==> src/rtl/mmio_pkg.sv <==
// Shared constants for the memory-mapped I/O controller: command codes,
// I/O register offsets and timer control bit positions.
package mmio_pkg;

    localparam logic [1:0] MNONE  = 2'b00;
    localparam logic [1:0] MREAD  = 2'b01;
    localparam logic [1:0] MWRITE = 2'b10;

    localparam int unsigned OFF_OUT   = 32'h00;
    localparam int unsigned OFF_SW    = 32'h40;
    localparam int unsigned OFF_SWCHG = 32'h41;
    localparam int unsigned OFF_TCNT  = 32'h80;
    localparam int unsigned OFF_TCMP  = 32'h81;
    localparam int unsigned OFF_TCTL  = 32'h82;

    localparam int unsigned CTL_EN = 32'd0;
    localparam int unsigned CTL_AR = 32'd1;
    localparam int unsigned CTL_MF = 32'd2;

endpackage

==> src/rtl/mmio_if.sv <==
// CPU memory bus plus RAM side-band between the system (master) and the
// MMIO controller (slave).
interface mmio_if #(
    parameter int ADDR_W = 9,
    parameter int DATA_W = 16
);
    logic [1:0]        mem_cmd;
    logic [ADDR_W-1:0] mem_addr;
    logic [DATA_W-1:0] write_data;
    logic [DATA_W-1:0] read_data;
    logic              rd_valid;
    logic              ram_write;
    logic [DATA_W-1:0] ram_dout;

    modport master (
        output mem_cmd, mem_addr, write_data, ram_dout,
        input  read_data, rd_valid, ram_write
    );

    modport slave (
        input  mem_cmd, mem_addr, write_data, ram_dout,
        output read_data, rd_valid, ram_write
    );
endinterface

==> src/rtl/mmio_timer.sv <==
// Free-running compare timer with optional auto-reload and a sticky match
// flag (write-1-to-clear, a simultaneous new match wins over the clear).
module mmio_timer
    import mmio_pkg::*;
#(
    parameter int DATA_W = 16
) (
    input  logic              clk,
    input  logic              reset,
    input  logic              wr_en,
    input  logic              cnt_sel,
    input  logic              cmp_sel,
    input  logic              ctl_sel,
    input  logic [DATA_W-1:0] wdata,
    output logic [DATA_W-1:0] rd_data,
    output logic              irq
);

    logic [DATA_W-1:0] count_r;
    logic [DATA_W-1:0] cmp_r;
    logic              en_r;
    logic              ar_r;
    logic              mf_r;
    logic              match_s;
    logic [DATA_W-1:0] cnt_nxt_s;
    logic              mf_nxt_s;

    // Next count / flag: CPU write beats reload, reload beats increment.
    always_comb begin
        match_s   = en_r & (count_r == cmp_r);
        cnt_nxt_s = count_r;
        if (wr_en & cnt_sel) begin
            cnt_nxt_s = wdata;
        end else if (match_s & ar_r) begin
            cnt_nxt_s = '0;
        end else if (en_r) begin
            cnt_nxt_s = count_r + DATA_W'(1);
        end else begin
            cnt_nxt_s = count_r;
        end
        mf_nxt_s = match_s | (mf_r & ~(wr_en & ctl_sel & wdata[CTL_MF]));
    end

    // Timer state registers.
    always_ff @(posedge clk) begin
        if (!reset) begin
            count_r <= '0;
            cmp_r   <= '1;
            en_r    <= 1'b0;
            ar_r    <= 1'b0;
            mf_r    <= 1'b0;
        end else begin
            count_r <= cnt_nxt_s;
            mf_r    <= mf_nxt_s;
            if (wr_en & cmp_sel) cmp_r <= wdata;
            if (wr_en & ctl_sel) begin
                en_r <= wdata[CTL_EN];
                ar_r <= wdata[CTL_AR];
            end
        end
    end

    // Read port, zero when no timer register is addressed.
    always_comb begin
        rd_data = '0;
        if (cnt_sel) begin
            rd_data = count_r;
        end else if (cmp_sel) begin
            rd_data = cmp_r;
        end else if (ctl_sel) begin
            rd_data = {{(DATA_W-3){1'b0}}, mf_r, ar_r, en_r};
        end else begin
            rd_data = '0;
        end
    end

    assign irq = mf_r;

endmodule

==> src/rtl/mmio_ctrl.sv <==
// Memory-mapped I/O controller: RAM/I-O decode, output registers, switch
// port with sticky change detect, registered read mux. Timer under MMIO_TIMER_EN.
module mmio_ctrl
    import mmio_pkg::*;
#(
    parameter int ADDR_W = 9,
    parameter int DATA_W = 16,
    parameter int N_OUT  = 2,
    parameter int IN_W   = 10
) (
    input  logic                    clk,
    input  logic                    reset,
    mmio_if.slave                   bus,
    input  logic [IN_W-1:0]         sw_in,
    output logic [N_OUT*DATA_W-1:0] out_regs,
    output logic                    irq
);

    localparam int OFF_W = ADDR_W - 1;
    localparam logic [OFF_W-1:0] A_SW    = OFF_W'(OFF_SW);
    localparam logic [OFF_W-1:0] A_SWCHG = OFF_W'(OFF_SWCHG);

    logic              rd_s;
    logic              wr_s;
    logic              io_s;
    logic [OFF_W-1:0]  off_s;
    logic [N_OUT-1:0]  out_hit_s;
    logic [DATA_W-1:0] out_rd_s;
    logic [DATA_W-1:0] tmr_rd_s;
    logic [DATA_W-1:0] io_rd_s;
    logic [DATA_W-1:0] rdata_s;
    logic              clr_s;

    logic [IN_W-1:0]   s1_r, s2_r, s3_r, chg_r;
    logic              rd_valid_r;
    logic              sel_ram_r;
    logic [DATA_W-1:0] io_q_r;
    logic [DATA_W-1:0] last_r;

    assign io_s  = bus.mem_addr[ADDR_W-1];
    assign off_s = bus.mem_addr[OFF_W-1:0];

    // Command decode; the reserved encoding behaves as no command.
    always_comb begin
        rd_s = 1'b0;
        wr_s = 1'b0;
        case (bus.mem_cmd)
            MREAD:   rd_s = 1'b1;
            MWRITE:  wr_s = 1'b1;
            MNONE:   begin rd_s = 1'b0; wr_s = 1'b0; end
            default: begin rd_s = 1'b0; wr_s = 1'b0; end
        endcase
    end

    assign bus.ram_write = wr_s & ~io_s;

    for (genvar k = 0; k < N_OUT; k++) begin : g_out
        logic [DATA_W-1:0] val_r;
        assign out_hit_s[k] = io_s & (off_s == OFF_W'(OFF_OUT + k));
        // Output register k.
        always_ff @(posedge clk) begin
            if (!reset) begin
                val_r <= '0;
            end else if (wr_s & out_hit_s[k]) begin
                val_r <= bus.write_data;
            end
        end
        assign out_regs[k*DATA_W +: DATA_W] = val_r;
    end

`ifdef MMIO_TIMER_EN
    logic cnt_sel_s, cmp_sel_s, ctl_sel_s;
    assign cnt_sel_s = io_s & (off_s == OFF_W'(OFF_TCNT));
    assign cmp_sel_s = io_s & (off_s == OFF_W'(OFF_TCMP));
    assign ctl_sel_s = io_s & (off_s == OFF_W'(OFF_TCTL));

    mmio_timer #(.DATA_W(DATA_W)) u_timer (
        .clk     (clk),
        .reset   (reset),
        .wr_en   (wr_s),
        .cnt_sel (cnt_sel_s),
        .cmp_sel (cmp_sel_s),
        .ctl_sel (ctl_sel_s),
        .wdata   (bus.write_data),
        .rd_data (tmr_rd_s),
        .irq     (irq)
    );
`else
    assign tmr_rd_s = '0;
    assign irq      = 1'b0;
`endif

    // I/O read mux; unmapped offsets fall through to zero.
    always_comb begin
        out_rd_s = '0;
        for (int k = 0; k < N_OUT; k++) begin
            out_rd_s = out_rd_s | (out_hit_s[k] ? out_regs[k*DATA_W +: DATA_W] : '0);
        end
        case (off_s)
            A_SW:    io_rd_s = DATA_W'(s2_r);
            A_SWCHG: io_rd_s = DATA_W'(chg_r);
            default: io_rd_s = out_rd_s | tmr_rd_s;
        endcase
    end

    assign clr_s = rd_s & io_s & (off_s == A_SWCHG);

    // Switch synchroniser, history and sticky change status (set beats clear).
    always_ff @(posedge clk) begin
        if (!reset) begin
            s1_r  <= '0;
            s2_r  <= '0;
            s3_r  <= '0;
            chg_r <= '0;
        end else begin
            s1_r  <= sw_in;
            s2_r  <= s1_r;
            s3_r  <= s2_r;
            chg_r <= (chg_r & ~{IN_W{clr_s}}) | (s2_r ^ s3_r);
        end
    end

    // Read pipeline: capture source select and I/O value, then hold result.
    always_ff @(posedge clk) begin
        if (!reset) begin
            rd_valid_r <= 1'b0;
            sel_ram_r  <= 1'b0;
            io_q_r     <= '0;
            last_r     <= '0;
        end else begin
            rd_valid_r <= rd_s;
            if (rd_s) begin
                sel_ram_r <= ~io_s;
                io_q_r    <= io_rd_s;
            end
            if (rd_valid_r) last_r <= rdata_s;
        end
    end

    assign rdata_s       = sel_ram_r ? bus.ram_dout : io_q_r;
    assign bus.read_data = rd_valid_r ? rdata_s : last_r;
    assign bus.rd_valid  = rd_valid_r;

endmodule

==> src/flat_wrapper.sv <==
// flat-port wrapper written by rule: the top's interface ports become plain ports
module mmio_ctrl_flat import mmio_pkg::*;
#(
    parameter int ADDR_W = 9,
    parameter int DATA_W = 16,
    parameter int N_OUT  = 2,
    parameter int IN_W   = 10
)
  (clk, reset, sw_in, out_regs, irq, bus_mem_cmd, bus_mem_addr, bus_write_data, bus_ram_dout, bus_read_data, bus_rd_valid, bus_ram_write);
  mmio_if #(.ADDR_W(ADDR_W), .DATA_W(DATA_W)) bus_i ();
  input  logic clk;
  input  logic reset;
  input  logic [IN_W-1:0] sw_in;
  output logic [N_OUT*DATA_W-1:0] out_regs;
  output logic irq;
  input wire logic [$bits(bus_i.mem_cmd)-1:0] bus_mem_cmd;
  input wire logic [$bits(bus_i.mem_addr)-1:0] bus_mem_addr;
  input wire logic [$bits(bus_i.write_data)-1:0] bus_write_data;
  input wire logic [$bits(bus_i.ram_dout)-1:0] bus_ram_dout;
  output wire logic [$bits(bus_i.read_data)-1:0] bus_read_data;
  output wire logic [$bits(bus_i.rd_valid)-1:0] bus_rd_valid;
  output wire logic [$bits(bus_i.ram_write)-1:0] bus_ram_write;
  assign bus_i.mem_cmd = bus_mem_cmd;
  assign bus_i.mem_addr = bus_mem_addr;
  assign bus_i.write_data = bus_write_data;
  assign bus_i.ram_dout = bus_ram_dout;
  assign bus_read_data = bus_i.read_data;
  assign bus_rd_valid = bus_i.rd_valid;
  assign bus_ram_write = bus_i.ram_write;
  mmio_ctrl #(.ADDR_W(ADDR_W), .DATA_W(DATA_W), .N_OUT(N_OUT), .IN_W(IN_W)) u_core (.clk(clk), .reset(reset), .bus(bus_i), .sw_in(sw_in), .out_regs(out_regs), .irq(irq));
endmodule
==> config.mk <==
export PLATFORM = sky130hd
export DESIGN_NAME = mmio_ctrl_flat
export DESIGN_NICKNAME = d
export VERILOG_FILES = /design/src/rtl/mmio_pkg.sv /design/src/rtl/mmio_if.sv /design/src/rtl/mmio_timer.sv /design/src/rtl/mmio_ctrl.sv /design/src/flat_wrapper.sv
export SDC_FILE = /design/constraint.sdc
export NUM_CORES = 1
export LEC_CHECK = 0
export ABC_AREA = 1
export CORE_UTILIZATION = 45
export CTS_CLUSTER_DIAMETER = 60
export CTS_CLUSTER_SIZE = 12
export DETAILED_ROUTE_END_ITERATION = 6
export MAX_ROUTING_LAYER = met4
export PLACE_DENSITY = 0.86
export SETUP_SLACK_MARGIN = 0.05
export SYNTH_ARGS = -nofsm -noshare
export SYNTH_HDL_FRONTEND = slang
export SYNTH_SLANG_ARGS = --single-unit
==> constraint.sdc <==
create_clock -name clk -period 1.2 [get_ports clk]
set_clock_uncertainty 0.05 [all_clocks]
set_input_delay 0.18 -clock clk [delete_from_list [all_inputs] [get_ports clk]]
set_output_delay 0.18 -clock clk [all_outputs]
set_load 0.05 [all_outputs]
==> summary.md <==
| Metric | Value |
|---|---|
| Mapped Cells | 621 |
| Worst Reg-to-Reg Cells | 8 |
| Gpl congestion | 0.825 |
| Final wirelength | 15600 microns |
| Cell Count Post-Placement | 867 |
| Worst-path fanout max | 5 |
| Residual DRC | 0 |
| Die area | 0.0104 sq mm |
| Largest net degree at the start of global routing | 41 |
| Fin crit period | 1.70 ns |
| Top cells by area, synth | dfxtp_1 47%, nand2_1 14%, inv_1 6.1% |
| Netlist cell types | 27 |
| Critical path arrival | 1.47 ns |
| Slowest Stage Delay on Critical Path | around 0.39 ns |
| Number of synthesized flops with an enable pin | 0 |
| Clock sinks | 106 |
| Clock Latency Late Sink | 0.40 ns |
| Worst setup SP type | register |
| Warnings, synthesis | 0 |
| WHS | approximately 0.09 ns |
| Total congestion overflow | 0 |
| Ant diodes | 0 |
| Fin area | about 0.0074 sq mm |
| First-pass GRT wire length | between 20000 and 25000 microns |
| Synth Flop Type | dfxtp_1 |
| Vias in the first global route | 4542 |
| Via count | 4942 |
| Register area share after synthesis | 0.474 |
| Area of the multi-input gates | ~0.0023 sq mm |
| WS Path Type | reg -> out |
| Wire per inst | ~17 microns |
| # setup viols final | 30 |
| Number of buffers added on ports | 104 |
| FF/Latch Area | about 0.0022 sq mm |
| Initial core utilization | 0.460 |
| Post-DRT Antenna Nets | 0 |
| Final Hold Fails | 0 |
| Sequential share of power | 0.527 |
| Total core area | 0.00973 sq mm |
| Failing checks | setup timing |
| Leading area contributor after synthesis | dfxtp_1 |
| Vias/cell | ~5.4 |
| Fin util | 0.756 |
| TritonCTS clock tree | done |
| Hold Crit Class | in -> reg |
| #FFs+latches synth | 106 |
| Max-slew violations | 0 |
| Synthesized area per cell | 7.21 sq um |
| Depth of the CTS H-tree | 3 |
| Final period utilization | 1.42 |
| Design internal power | between 4 and 5 mW |
| Most used cell, CP | buf_6 |
| Net Sw Frac | 0.294 |
| Clock root buffer | clkbuf_8 |
| Max cap viols | 0 |
| CP required | 0.97 ns |
| First-pass DRT Iterations | 5 |
| Die extent in x | 102 microns |
| Max VDD drop | 734 uV |
| Clock transition at path regs | ~0.11 ns |
| Site Rows | 36 |
| Status | finished, violations left |
| CTS Hold Bufs | 0 |
| CTS Buf Count | 9 |
| Final worst slack | -0.499 ns |
| Psw | 1.99 mW |
| Yosys top cell area share | 0.474 |
| FFs w/ async S/R, synth | 0 |
| DRT iter0 DRCs | 569 |
| Gate power share | 0.132 |
| Layout Nets | 831 |
| Layout area overhead | 64.1% |
| RSZ-0062 raised after global routing | yes |
| Clock share of power | 0.340 |
| Power Dens Cells | 922 mW/mm^2 |
| Post-Syn Nets | between 600 and 700 |
| Die Span Y | 102 microns |
| Initial antenna violation count | 0 |
| Slowest stage cell, crit path | dfxtp_4 |
| Setup tns final | -8.73 ns |
| F_max | 0.588 GHz |
| Endpoint class of the critical path | output pin |
| Post-Syn Area | 0.00448 sq mm |
| Global-route usage over all layers | 0.279 |
| Non-Filler Instances | 914 |
| I/O pin cnt | 106 |
| Leak pwr | 3.24 nW |
| Fill count | 607 |
| Commonest cells post-synth | 172 x nand2_1, 106 x dfxtp_1, 73 x inv_1, 69 x nor2_1, 51 x o21ai_0 |
| Share of layout cells above drive strength 1 | 0.369 |
| Worst path cell trace | buf_6 -> o21a_1 -> o21ai_2 -> o21ai_4 -> buf_6 |
| Post-DP Area | 0.00641 sq mm |
| Hold path cells | 3 |
| Hpwl dp | 8610 microns |
| Worst-case clock buffer depth | 2 |
| Most common cell in the netlist | nand2_1 |
[registers in the layout (all words and copies together), names as in the netlist]
register / count
u_core.bus.rd_valid: 1
u_core.s3_r: 10
u_core.io_q_r: 16
u_core.chg_r: 10
u_core.s2_r: 10
u_core.s1_r: 10
u_core.last_r: 16
u_core.g_out.val_r: 32
u_core.sel_ram_r: 1
[cells in the final DEF, fill, tap and decap left out, types with 27 or more instances in the layout]
cell type	n
a21oi_1	29
buf_12	42
buf_4	37
buf_6	38
clkdlybuf4s50_1	42
dfxtp_1	72
dfxtp_4	33
inv_1	52
nand2_1	155
nand3_1	27
nor2_1	63
[critical path, delay by kind of cell, from the launching register on]
family / cells / cell delay (ns)
flip-flops: 1 / 0.39
AO/OA/AOI/OAI: 3 / 0.38
buffers and inverters: 2 / 0.30
[timing repair]
item | 4_1_cts | 5_1_grt
resized for setup | 138 | 94
buffers inserted | 17 | 22
cloned | 1 | 2
pin swaps | 26 | 34
setup endpoints to repair | 124 | 113
[cells by family (layout without fill, tap and decap cells)]
| logic type | count (synthesis) | in the layout | share of synthesized area |
|---|---|---|---|
| AND/OR/NAND/NOR | 281 | 282 | 0.263 |
| flip-flops | 106 | 106 | 0.474 |
| other | 1 | 1 | 0.000837 |
| AO/OA/AOI/OAI | 113 | 113 | 0.136 |
| XOR/XNOR | 10 | 10 | 0.0196 |
| buffers and inverters | 110 | 269 | 0.107 |
[area by class of cell]
class                           count  share of cell area
Inverter                           76              0.0422
Clock buffer                        9              0.0168
Clock inverter                      7              0.0117
Sequential cell                   106               0.306
Timing Repair Buffer              177               0.292
Tap cell                          133              0.0226
Multi-Input combinational cell    406               0.309
[per-layer routing]
layer,part of all wire,GRT usage,up-vias
met3,0.078,0.0497,88
met4,0.049,0.123,0
met5,0,-,-
met2,0.51,0.507,313
met1,0.36,0.293,2303
li1,-,-,2238
[power by group through the flow]
stage          combinational [mW]  clock [mW]  sequential (mW)
3_3_place_gp                0.713           0             3.72
2_1_floorplan               0.408           0             3.71
3_5_place_dp                0.737           0             3.72
4_1_cts                     0.803        2.28             3.59
6_report                    0.896        2.31             3.58
5_1_grt                     0.949        2.45             3.58
[through the flow]
stage	power, mW	setup slack [ns]
global route	6.98	-0.522
detailed placement	4.46	-0.604
finish	6.78	-0.499
CTS	6.67	-0.477
global placement	4.43	-0.546
floorplan	4.12	-0.0766
[path summary, 6_finish.rpt]
check	from	to	slack (ns)
min reg2reg	u_core.s1_r[0]$_SDFF_PN0_	u_core.s2_r[0]$_SDFF_PN0_	0.37
min	reset	u_core.chg_r[9]$_SDFF_PN0_	0.09
max	u_core.sel_ram_r$_SDFFE_PN0N_	bus_read_data[8]	-0.50
max reg2reg	u_core.sel_ram_r$_SDFFE_PN0N_	u_core.last_r[14]$_SDFF_PN0_	-0.20
No activity file was read; power rests on OpenSTA's default activity.
